File: config.mk
export PLATFORM = sky130hd
export DESIGN_NAME = pb_filter_bank
export DESIGN_NICKNAME = d
export VERILOG_FILES = /design/src/rtl/pb_filter_bank.sv
export SDC_FILE = /design/constraint.sdc
export NUM_CORES = 1
export LEC_CHECK = 0
export ABC_AREA = 1
export CAP_MARGIN = 10
export CORE_UTILIZATION = 32
export CTS_BUF_LIST = sky130_fd_sc_hd__clkbuf_8 sky130_fd_sc_hd__clkbuf_16
export CTS_CLUSTER_SIZE = 28
export DETAILED_ROUTE_END_ITERATION = 10
export GPL_TIMING_DRIVEN = 0
export SYNTH_ARGS = -nofsm -noshare
export SYNTH_HDL_FRONTEND = slang
export SYNTH_SLANG_ARGS = --single-unit
File: constraint.sdc
create_clock -name clk -period 4.9 [get_ports clk]
set_input_delay 0.735 -clock clk [delete_from_list [all_inputs] [get_ports clk]]
set_output_delay 0.735 -clock clk [all_outputs]
set_load 0.05 [all_outputs]
File: src/rtl/pb_filter_bank.sv
// pb_filter_bank: N-channel push-button front end.
// Synchronises raw button pins, debounces each channel, optionally enforces a
// one-button-at-a-time lockout, and emits press / release / long-press pulses.
//
// Ports:
//   clk            system clock
//   rst            synchronous, active-high reset
//   pb_raw         asynchronous raw button pins (polarity set by ACTIVE_LOW)
//   pb_fltrd_n     filtered level, active-low (0 = pressed)
//   pressed        filtered level, active-high
//   press_pulse    1-cycle pulse on an accepted press
//   release_pulse  1-cycle pulse on an accepted release
//   long_pulse     1-cycle pulse once a press has been held for LONG_CYCLES
module pb_filter_bank #(
  parameter int unsigned CHANNELS        = 4,
  parameter int unsigned DEBOUNCE_CYCLES = 250000,
  parameter int unsigned LONG_CYCLES     = 50000000,
  parameter bit          ACTIVE_LOW      = 1'b1,
  parameter bit          EXCLUSIVE       = 1'b1
) (
  input  logic                clk,
  input  logic                rst,
  input  logic [CHANNELS-1:0] pb_raw,
  output logic [CHANNELS-1:0] pb_fltrd_n,
  output logic [CHANNELS-1:0] pressed,
  output logic [CHANNELS-1:0] press_pulse,
  output logic [CHANNELS-1:0] release_pulse,
  output logic [CHANNELS-1:0] long_pulse
);

  localparam int unsigned DW = $clog2(DEBOUNCE_CYCLES + 1);
  localparam int unsigned LW = $clog2(LONG_CYCLES + 1);

  localparam logic [DW-1:0]       DebLast  = DW'(DEBOUNCE_CYCLES - 1);
  localparam logic [LW-1:0]       LongLast = LW'(LONG_CYCLES - 1);
  localparam logic [LW-1:0]       LongMax  = LW'(LONG_CYCLES);
  // Raw pin level of a released button.
  localparam logic [CHANNELS-1:0] Released = {CHANNELS{ACTIVE_LOW}};

  logic [CHANNELS-1:0] sync1_q, sync2_q;
  logic [CHANNELS-1:0] pressed_q, pressed_d;
  logic [CHANNELS-1:0] press_q, press_d;
  logic [CHANNELS-1:0] release_q, release_d;
  logic [CHANNELS-1:0] long_q, long_d;
  logic [CHANNELS-1:0] lockout_q, lockout_d;
  logic [DW-1:0]       dcnt_q [CHANNELS];
  logic [DW-1:0]       dcnt_d [CHANNELS];
  logic [LW-1:0]       lcnt_q [CHANNELS];
  logic [LW-1:0]       lcnt_d [CHANNELS];

  logic [CHANNELS-1:0] s;
  logic                taken;

  always_comb begin
    s         = sync2_q ^ Released;
    pressed_d = pressed_q;
    press_d   = '0;
    release_d = '0;
    long_d    = '0;
    lockout_d = lockout_q;
    // Eligibility uses the registered levels only, so a release elsewhere on
    // this edge does not free the slot. Granting a press also blocks any
    // higher-index channel on the same edge (lowest index wins).
    taken     = |pressed_q;
    for (int i = 0; i < int'(CHANNELS); i++) begin
      dcnt_d[i] = '0;
      if (lockout_q[i]) begin
        if (!s[i]) lockout_d[i] = 1'b0;
      end else if (s[i] != pressed_q[i]) begin
        if (dcnt_q[i] == DebLast) begin
          if (pressed_q[i]) begin
            pressed_d[i] = 1'b0;
            release_d[i] = 1'b1;
          end else if (!EXCLUSIVE || !taken) begin
            pressed_d[i] = 1'b1;
            press_d[i]   = 1'b1;
            taken        = 1'b1;
          end else begin
            lockout_d[i] = 1'b1;
          end
        end else begin
          dcnt_d[i] = dcnt_q[i] + 1'b1;
        end
      end

      // Only counts while held across the edge, so the press edge itself can
      // never see a long pulse and a release clears the count immediately.
      lcnt_d[i] = '0;
      if (pressed_q[i] && pressed_d[i]) begin
        lcnt_d[i] = (lcnt_q[i] == LongMax) ? lcnt_q[i] : lcnt_q[i] + 1'b1;
        long_d[i] = (lcnt_q[i] == LongLast);
      end
    end
  end

  always_ff @(posedge clk) begin
    if (rst) begin
      sync1_q   <= Released;
      sync2_q   <= Released;
      pressed_q <= '0;
      press_q   <= '0;
      release_q <= '0;
      long_q    <= '0;
      lockout_q <= '0;
      for (int i = 0; i < int'(CHANNELS); i++) begin
        dcnt_q[i] <= '0;
        lcnt_q[i] <= '0;
      end
    end else begin
      sync1_q   <= pb_raw;
      sync2_q   <= sync1_q;
      pressed_q <= pressed_d;
      press_q   <= press_d;
      release_q <= release_d;
      long_q    <= long_d;
      lockout_q <= lockout_d;
      for (int i = 0; i < int'(CHANNELS); i++) begin
        dcnt_q[i] <= dcnt_d[i];
        lcnt_q[i] <= lcnt_d[i];
      end
    end
  end

  assign pressed       = pressed_q;
  assign pb_fltrd_n    = ~pressed_q;
  assign press_pulse   = press_q;
  assign release_pulse = release_q;
  assign long_pulse    = long_q;

endmodule

### After elaboration in Yosys (flattened, before gate mapping)

Memories as Yosys holds them, arrays and structs flattened.
Index checks and enable logic that the tools add are counted.
W data, S select, Z words.

| cells by class | value |
|---|---|
| $lt $le $gt $ge | 0 |
| muxes and demuxes | 91 |
| bitwise gates (word level) | 22 |
| shift operators | 0 |
| reduce and logical (&&, ||, !) cells | 13 |
| add/sub/neg operators | 8 |
| equal/unequal tests | 16 |
| multipliers | 0 |
| divide/modulo/power cells | 0 |

Operators by type and width:

| kind | count |
|---|---|
| $mux W26 | 12 |
| $mux W18 | 16 |
| $eq A26 B26 Y1 const B | 8 |
| $add A26 B1 Y26 const B | 4 |
| $add A18 B1 Y18 const B | 4 |
| $eq A18 B18 Y1 const B | 4 |
| $mux W1 | 63 |
| $reduce_or A4 Y1 | 5 |
| $not A1 Y1 | 12 |
| $not A4 Y4 | 2 |
| $or A1 B1 Y1 | 8 |
| $reduce_or A2 Y1 | 4 |
| $logic_and A1 B1 Y1 | 4 |
| $ne A1 B1 Y1 | 4 |

| storage, ports and cells | value |
|---|---|
| RAM bits | 176 |
| flip-flop bits (word level) | 28 |
| memories | 2 |
| bits in latches | 0 |
| memory bits (read-only) | 0 |

Memories:

| name | words | width | rd ports | clocked after Yosys merged registers in | wr ports | RTL line | RTL |
|---|---|---|---|---|---|---|---|
| lcnt_q | 4 | 26 | 4 | 0 | 4 | 48 | `logic [LW-1:0] lcnt_q [CHANNELS];` |
| dcnt_q | 4 | 18 | 4 | 0 | 4 | 46 | `logic [DW-1:0] dcnt_q [CHANNELS];` |

### Depth between registers and ports, before layout

Gate-level depths: netlist of the first run.

| logic depth | value |
|---|---|
| depth after elaboration | 21 |
| depth in mapped cells | 11 |
| mapped depth without buffers | 11 |

### Worst setup path before layout of the first run

Ideal clock, no wire load.

| timing path | value |
|---|---|
| path type | register to register |
| from | register pressed_q[1], in the netlist pressed[1] |
| to | register pressed_q[1], in the netlist pressed[1] |
| path buffers | 1 |
| stages on the path, launching flop included | 7 |
| library setup time | 118 ps |
| data arrival time | 2018 ps |
| setup slack | 2764 ps |
| clock period less this slack | 2136 ps |
| required time | 4782 ps |
| cells stage by stage | dfxtp_1 > inv_1 > a21oi_2 > nand2_2 > o211ai_4 > buf_6 > o21ai_1 |

| on the way | value |
|---|---|
| word-level cells in the longest chain between the ends | 10 |
| elaborated cells on any way between the ends | 11 |
| those cells by class | eq/ne (1); mux (9); reduce/logical (1) |

Ends and longest elaborated chain:

| what | RTL line | RTL |
|---|---|---|
| start, declared | 41 | `logic [CHANNELS-1:0] pressed_q, pressed_d;` |
| start signal, assigned | 112 | `pressed_q <= pressed_d;` |
| $reduce_or A4 Y1 | 64 | `taken = \|pressed_q;` |
| $mux W1 | 71 | `if (pressed_q[i]) begin` |
| $mux W1 | 70 | `if (dcnt_q[i] == DebLast) begin` |
| $mux W1 | 69 | `end else if (s[i] != pressed_q[i]) begin` |
| $mux W1 | 67 | `if (lockout_q[i]) begin` |
| $mux W1 | 74 | `end else if (!EXCLUSIVE \|\| !taken) begin` |
| $mux W1 | - |  |
| $mux W1 | 70 |  |
| $mux W1 | 69 |  |
| $mux W1 (*) | 67 |  |

Every way passes the cells marked *; elsewhere a longest branch is shown, timed or not.
A chain may end at the register's enable or synchronous reset.

### Worst setup path after layout of the first run

| timing path | value |
|---|---|
| from | register pressed_q[1], in the netlist pressed[1] |
| to | output port pb_fltrd_n[1] |

| on the way | value |
|---|---|
| word-level cells in the longest chain between the ends | 1 |

Ends and longest elaborated chain:

| what | RTL line | RTL |
|---|---|---|
| $not A4 Y4 | 125 | `assign pb_fltrd_n = ~pressed_q;` |
| end, declared | 24 | `output logic [CHANNELS-1:0] pb_fltrd_n,` |

Every way passes these cells.

==> results of run 1 <==
## cell type report
cell class / instances / area (sq um) / area share [%]
clock buffer: 28 / 666.9 / 5.745
tap: 396 / 495.5 / 4.269
sequential: 204 / 4084 / 35.18
multi-input combinational: 1003 / 5101 / 43.95
timing repair buffer: 25 / 250.2 / 2.156
inverter: 197 / 739.5 / 6.371
clock inverter: 14 / 146.4 / 1.261
buffer: 16 / 123.9 / 1.067
## synth_stat cells (4+ instances only)
cell | number | share of area [%]
nand2_1 | 266 | 9.9
nor2_1 | 228 | 8.5
dfxtp_1 | 204 | 41
inv_1 | 188 | 7.0
a21oi_1 | 92 | 4.6
nand3_1 | 78 | 3.9
nor3_1 | 66 | 3.3
nand4_1 | 59 | 3.7
xor2_1 | 35 | 3.1
o21ai_0 | 27 | 1.3
or2_2 | 27 | 1.7
nor2_2 | 16 | 1.0
ha_1 | 12 | 1.5
nand2_2 | 12 | 0.75
xnor2_1 | 12 | 1.0
nor3b_1 | 9 | 0.67
nor4_1 | 9 | 0.56
inv_2 | 8 | 0.30
buf_2 | 6 | 0.30
buf_6 | 6 | 0.67
nand3_2 | 6 | 0.60
o21a_1 | 6 | 0.45
nor2_4 | 5 | 0.56
nor3_2 | 4 | 0.40
nor3_4 | 4 | 0.65
or2_0 | 4 | 0.25
## kinds of logic after synthesis
family          Yosys count  share of synthesized area [%]
buf+inv                 213                          8.592
simple gates            805                          37.64
compound gates          139                          7.533
fa+ha+maj                12                          1.494
flops                   204                          40.64
xor+xnor                 47                          4.097
## per-stage QoR
step / cells / worst slack, ns / area [sq um] / utilization [%] / hold slack, ns
after floorplan: 1420 / 2.764 / 10050 / - / 0.3895
after global placement: 1841 / 2.288 / 10790 / 35.10 / 0.3914
after detailed placement: 1841 / 2.233 / 10790 / 35.10 / 0.3983
after CTS: 1883 / 2.111 / 11610 / 37.75 / 0.4125
after global routing: 1883 / 2.103 / 11610 / 37.75 / 0.4394
final: 1883 / 2.171 / 11610 / 37.75 / 0.4108
## critical path: stages (launching register included)
cell             delay [ns]
dfxtp_1                0.41
inv_1                  0.23
clkdlybuf4s50_1        0.85
## power by group
part / total [W] / leakage (nW) / switching (W) / internal (W)
Sequential: 0.00167 / 1.64 / 0.00000220 / 0.00166
Combinational: 0.0000253 / 1.82 / 0.0000150 / 0.0000103
Clock: 0.00182 / 0.412 / 0.000697 / 0.00112
Total: 0.00351 / 3.87 / 0.000715 / 0.00280
## worst max path at each step
| stage | end | cells after the start | slack [ns] |
|---|---|---|---|
| 6_report | pb_fltrd_n[1] | 2 | 2.17 |
| 3_5_place_dp | lcnt_q[2][21]$_SDFFE_PP0P_ | 6 | 2.23 |
| 3_3_place_gp | lcnt_q[2][21]$_SDFFE_PP0P_ | 6 | 2.29 |
| 2_1_floorplan | pressed[1]$_SDFF_PP0_ | 6 | 2.76 |
| 5_1_grt | pb_fltrd_n[1] | 2 | 2.10 |
| 4_1_cts | pb_fltrd_n[1] | 2 | 2.11 |
## flip-flops by register name (all words and copies together) (netlist names)
name and cells:
dcnt_q 72, release_pulse 4, sync1_q 4, lockout_q 4, press_pulse 4, lcnt_q 104, sync2_q 4, long_pulse 4
pressed 4
## metal layers
layer / global-route usage, % / part of all wire, % / up-vias / routed length, um
li1: - / - / 4683 / -
met2: 23.29 / 45 / 110 / 9647
met1: 18.45 / 49 / 3959 / 10690
met5: 0 / 0 / - / 0
met4: 4.272 / 2.4 / 0 / 522
met3: 2.036 / 3.6 / 39 / 781
==> run summary, run 1 <==
Least-Margin Pin Slew - 0.9760 ns
CTS clk-pin slew, worst paths - 0.06 ns
TNS Setup - 0 ns
die height - 179.2 um
post-CTS resize count - 0
CTS tree - built
Peak VDD IR - 0.0002458 V
status - complete, but fails checks
Layout area overhead - 15.52%
hold endpoint - sync2_q[3]$_SDFF_PP1_
Worst Path Required - 4.16 ns
Critical Path AT - 1.99 ns
final-report hold violation count - 0
FF-to-FF Start - dcnt_q[2][0]$_SDFF_PP0_
period utilisation layout - 55.69%
via count - 8791
GPL Wtd Cong - 0.8548
unrepaired setup endpoints after global routing - false
first-pass GRT wire length - 37600 um
die area - 32110 sq um
worst rel slew slack - 34.94%
P per Cell Area - 302.5 nW/um^2
min Tclk post-route - 2.729 ns
reg2reg setup slack - 2.88 ns
Post-DP HPWL - 16150 um
Core ar. - 30750 sq um
IO Pins - 26
largest net degree at the start of global routing - 13
asr flop ratio synth - 0%
initial core utilization - 32.68%
number of synthesized flops with an enable pin - 0
GRT Total Usage - 13.95%
vias in the first global route - 8158
Worst Hold Class - flip-flop to flip-flop
pins over their slew limit - 0
Critical Path Start - pressed[1]$_SDFF_PP0_
antenna violations before repair - 0
Die Wd - 179.2 um
Crit Reg-Reg Endpoint - lcnt_q[2][21]$_SDFFE_PP0P_
Num CTS Buffers - 25
Syn Nets - 1438
Seq/Total Area, Yosys - 40.64%
clock tree root buffer cell - clkbuf_16
FF+latch count, synth - 204
Routed Antenna Nets - 0
TritonRoute pass-1 iters - 8
Setup crit end kind - output pin
Clock Path Buffers - 3
share of cells above drive strength 1 - 9.886%
Worst Setup Start Kind - flip-flop
Synth Cell Area - 10050 sq um
overall power - 0.003512 W
syn avg cell area - 7.076 sq um
wire length per cell - 11.49 um
H-tree levels - 1
detailed-route DRC error count - 2
Max Clock Skew - 0.008649 ns
Syn Inst Count - 1420
number of distinct library cells after synthesis - 42
Synth Flop Type - dfxtp_1
maxcap violations - 0
Post-CTS Setup Bufs - 0
kind of critical path - flip-flop to output pin
WL final - 21650 um
routed vias/inst - 4.669
Hold-fix buffers, CTS - 0
endpoints failing setup - 0
Sink Count - 204
commonest non-fill, non-tap cell in the layout - nand2_1
GRT Residual Overflow - 0
most frequent cells in the layout - nand2_1 (266), nor2_1 (228), dfxtp_1 (204)
hold wc startpoint - sync1_q[3]$_SDFF_PP1_
reg2reg path depth - 8
Pleak - 3.873 nW
crit-path max FO - 5
Yosys Warn Count - 0
Filler cells - 3248
final-stage net count - 1490
First DRT Iteration DRCs - 314
Cell Rows - 64
n_diodes - 0
failing checks - design-rule violations
clk_lat worst skew - 0.51 ns
I/O Buffers - 25
hold path cells - 1
FMAX - 366.4 MHz
No activity file was read; power rests on OpenSTA's default activity.
==> inputs of run 2 (changes only) <==
==> constraint.sdc (replaced) <==
create_clock -name clk -period 2.2 [get_ports clk]
set_input_delay 0.33 -clock clk [delete_from_list [all_inputs] [get_ports clk]]
set_output_delay 0.33 -clock clk [all_outputs]
set_load 0.05 [all_outputs]
==> run 2 against run 1 <==
The run still ends with design-rule violations left; first-iteration DRC count is 3.5% higher; critical path depth stayed put; non-clock buffer count stayed put; largest cell class unchanged; largest power group unchanged; highest routed layer unchanged.
==> run summary, run 2 (same netlist as run 1, synthesis figures left out) <==
status - complete, but fails checks
failing checks - design-rule violations
wire length per cell - 11.50 um
Die Wd - 179.2 um
maxcap violations - 0
kind of critical path - flip-flop to output pin
Layout area overhead - 15.54%
antenna violations before repair - 0
Num CTS Buffers - 25
TNS Setup - 0 ns
die area - 32110 sq um
Multi-input gate area - 5101 sq um
clock tree root buffer cell - clkbuf_16
Peak VDD IR - 0.0005477 V
overall power - 0.007822 W
clk_lat worst skew - 0.51 ns
Least-Margin Pin Slew - 0.9806 ns
most frequent cells in the layout - nand2_1 (266), nor2_1 (228), dfxtp_1 (204)
Hold-fix buffers, CTS - 0
Worst Hold Class - input pin to flip-flop
Post-CTS Setup Bufs - 0
First DRT Iteration DRCs - 325
Largest regs - lcnt_q x104, dcnt_q x72
IO Pins - 26
worst rel slew slack - 34.62%
first-pass GRT wire length - 37610 um
P per Cell Area - 673.8 nW/um^2
Post-DP HPWL - 16150 um
final-report hold violation count - 0
unrepaired setup endpoints after global routing - false
Pleak - 3.896 nW
final-stage net count - 1490
n_diodes - 0
pins over their slew limit - 0
GRT Total Usage - 13.96%
I/O Buffers - 25
Critical Path AT - 1.70 ns
Filler cells - 3250
Worst Path Required - 1.87 ns
Largest register FFs - 104
Max Clock Skew - 0.008620 ns
final instance area - 11610 sq um
routed vias/inst - 4.654
vias in the first global route - 8159
detailed-route DRC error count - 2
endpoints failing setup - 0
commonest non-fill, non-tap cell in the layout - nand2_1
Placed Area - 10790 sq um
Cell Rows - 64
largest net degree at the start of global routing - 13
Sink Count - 204
CTS tree - built
Post-Layout Cell Count - 1883
via count - 8764
min Tclk post-route - 2.033 ns
crit-path max FO - 5
Final Worst Setup Slack - 0.1674 ns
GPL Wtd Cong - 0.8548
WL final - 21650 um
Largest Register - lcnt_q
initial core utilization - 32.68%
register area - 4084 sq um
die height - 179.2 um
share of cells above drive strength 1 - 9.886%
Clock Path Buffers - 3
TritonRoute pass-1 iters - 8
Inst Count DP - 1841
Routed Antenna Nets - 0
Core ar. - 30750 sq um
FMAX - 492.0 MHz
period utilisation layout - 92.39%
Place WS - -0.06174 ns
H-tree levels - 1
CTS clk-pin slew, worst paths - 0.06 ns
Setup crit end kind - output pin
Worst Setup Start Kind - flip-flop
GRT Residual Overflow - 0
## run 2: stage by stage
step	util, %	hold WS, ns
2_1_floorplan	-	0.3895
3_3_place_gp	35.10	0.3914
3_5_place_dp	35.10	0.3983
4_1_cts	37.73	0.3522
5_1_grt	37.76	0.3604
6_report	37.76	0.3732
## run 2: final timing paths
| check | depth (start not counted) | to | slack [ns] | start |
|---|---|---|---|---|
| max | 2 | pb_fltrd_n[1] | 0.17 | pressed[1]$_SDFF_PP0_ |
| min | 2 | sync1_q[3]$_SDFF_PP1_ | 0.37 | pb_raw[3] |
| max reg2reg | 8 | lcnt_q[2][21]$_SDFFE_PP0P_ | 0.17 | dcnt_q[2][0]$_SDFF_PP0_ |
| min reg2reg | 1 | sync2_q[3]$_SDFF_PP1_ | 0.41 | sync1_q[3]$_SDFF_PP1_ |
## run 2: critical path: stages, from the launching register on
cell           delay [ns]
dfxtp_1              0.51
inv_1                0.21
dlygate4sd2_1        0.47
## run 2: report_power, final
part / total, W / internal, W / switching [W] / leakage [nW]
registers: 0.00371 / 0.00370 / 0.00000491 / 1.64
logic: 0.0000564 / 0.0000230 / 0.0000334 / 1.84
clock network: 0.00406 / 0.00250 / 0.00155 / 0.412
## run 2: what timing repair did
action / 4_1_cts / 5_1_grt
pin swaps: 0 / 0
resized for setup: 4 / 3
setup endpoints to repair: 4 / 3
## run 2: metal layers
layer / global-route usage, % / wire length (um) / up-vias
li1: - / - / 4685
met1: 18.45 / 10730 / 3943
met2: 23.31 / 9671 / 98
met3: 2.036 / 723 / 38
met5: 0 / 0 / -
met4: 4.272 / 516 / 0
## run 2: layout make-up
cell class              instances  share of cell area (%)
multi-input cells            1003                   43.94
flip-flops and latches        204                   35.18
inverters                     197                   6.369
clock buffers                  28                   5.744
well taps                     396                   4.268
repair buffers                 25                   2.177
clock inverters                14                   1.261
plain buffers                  16                   1.067
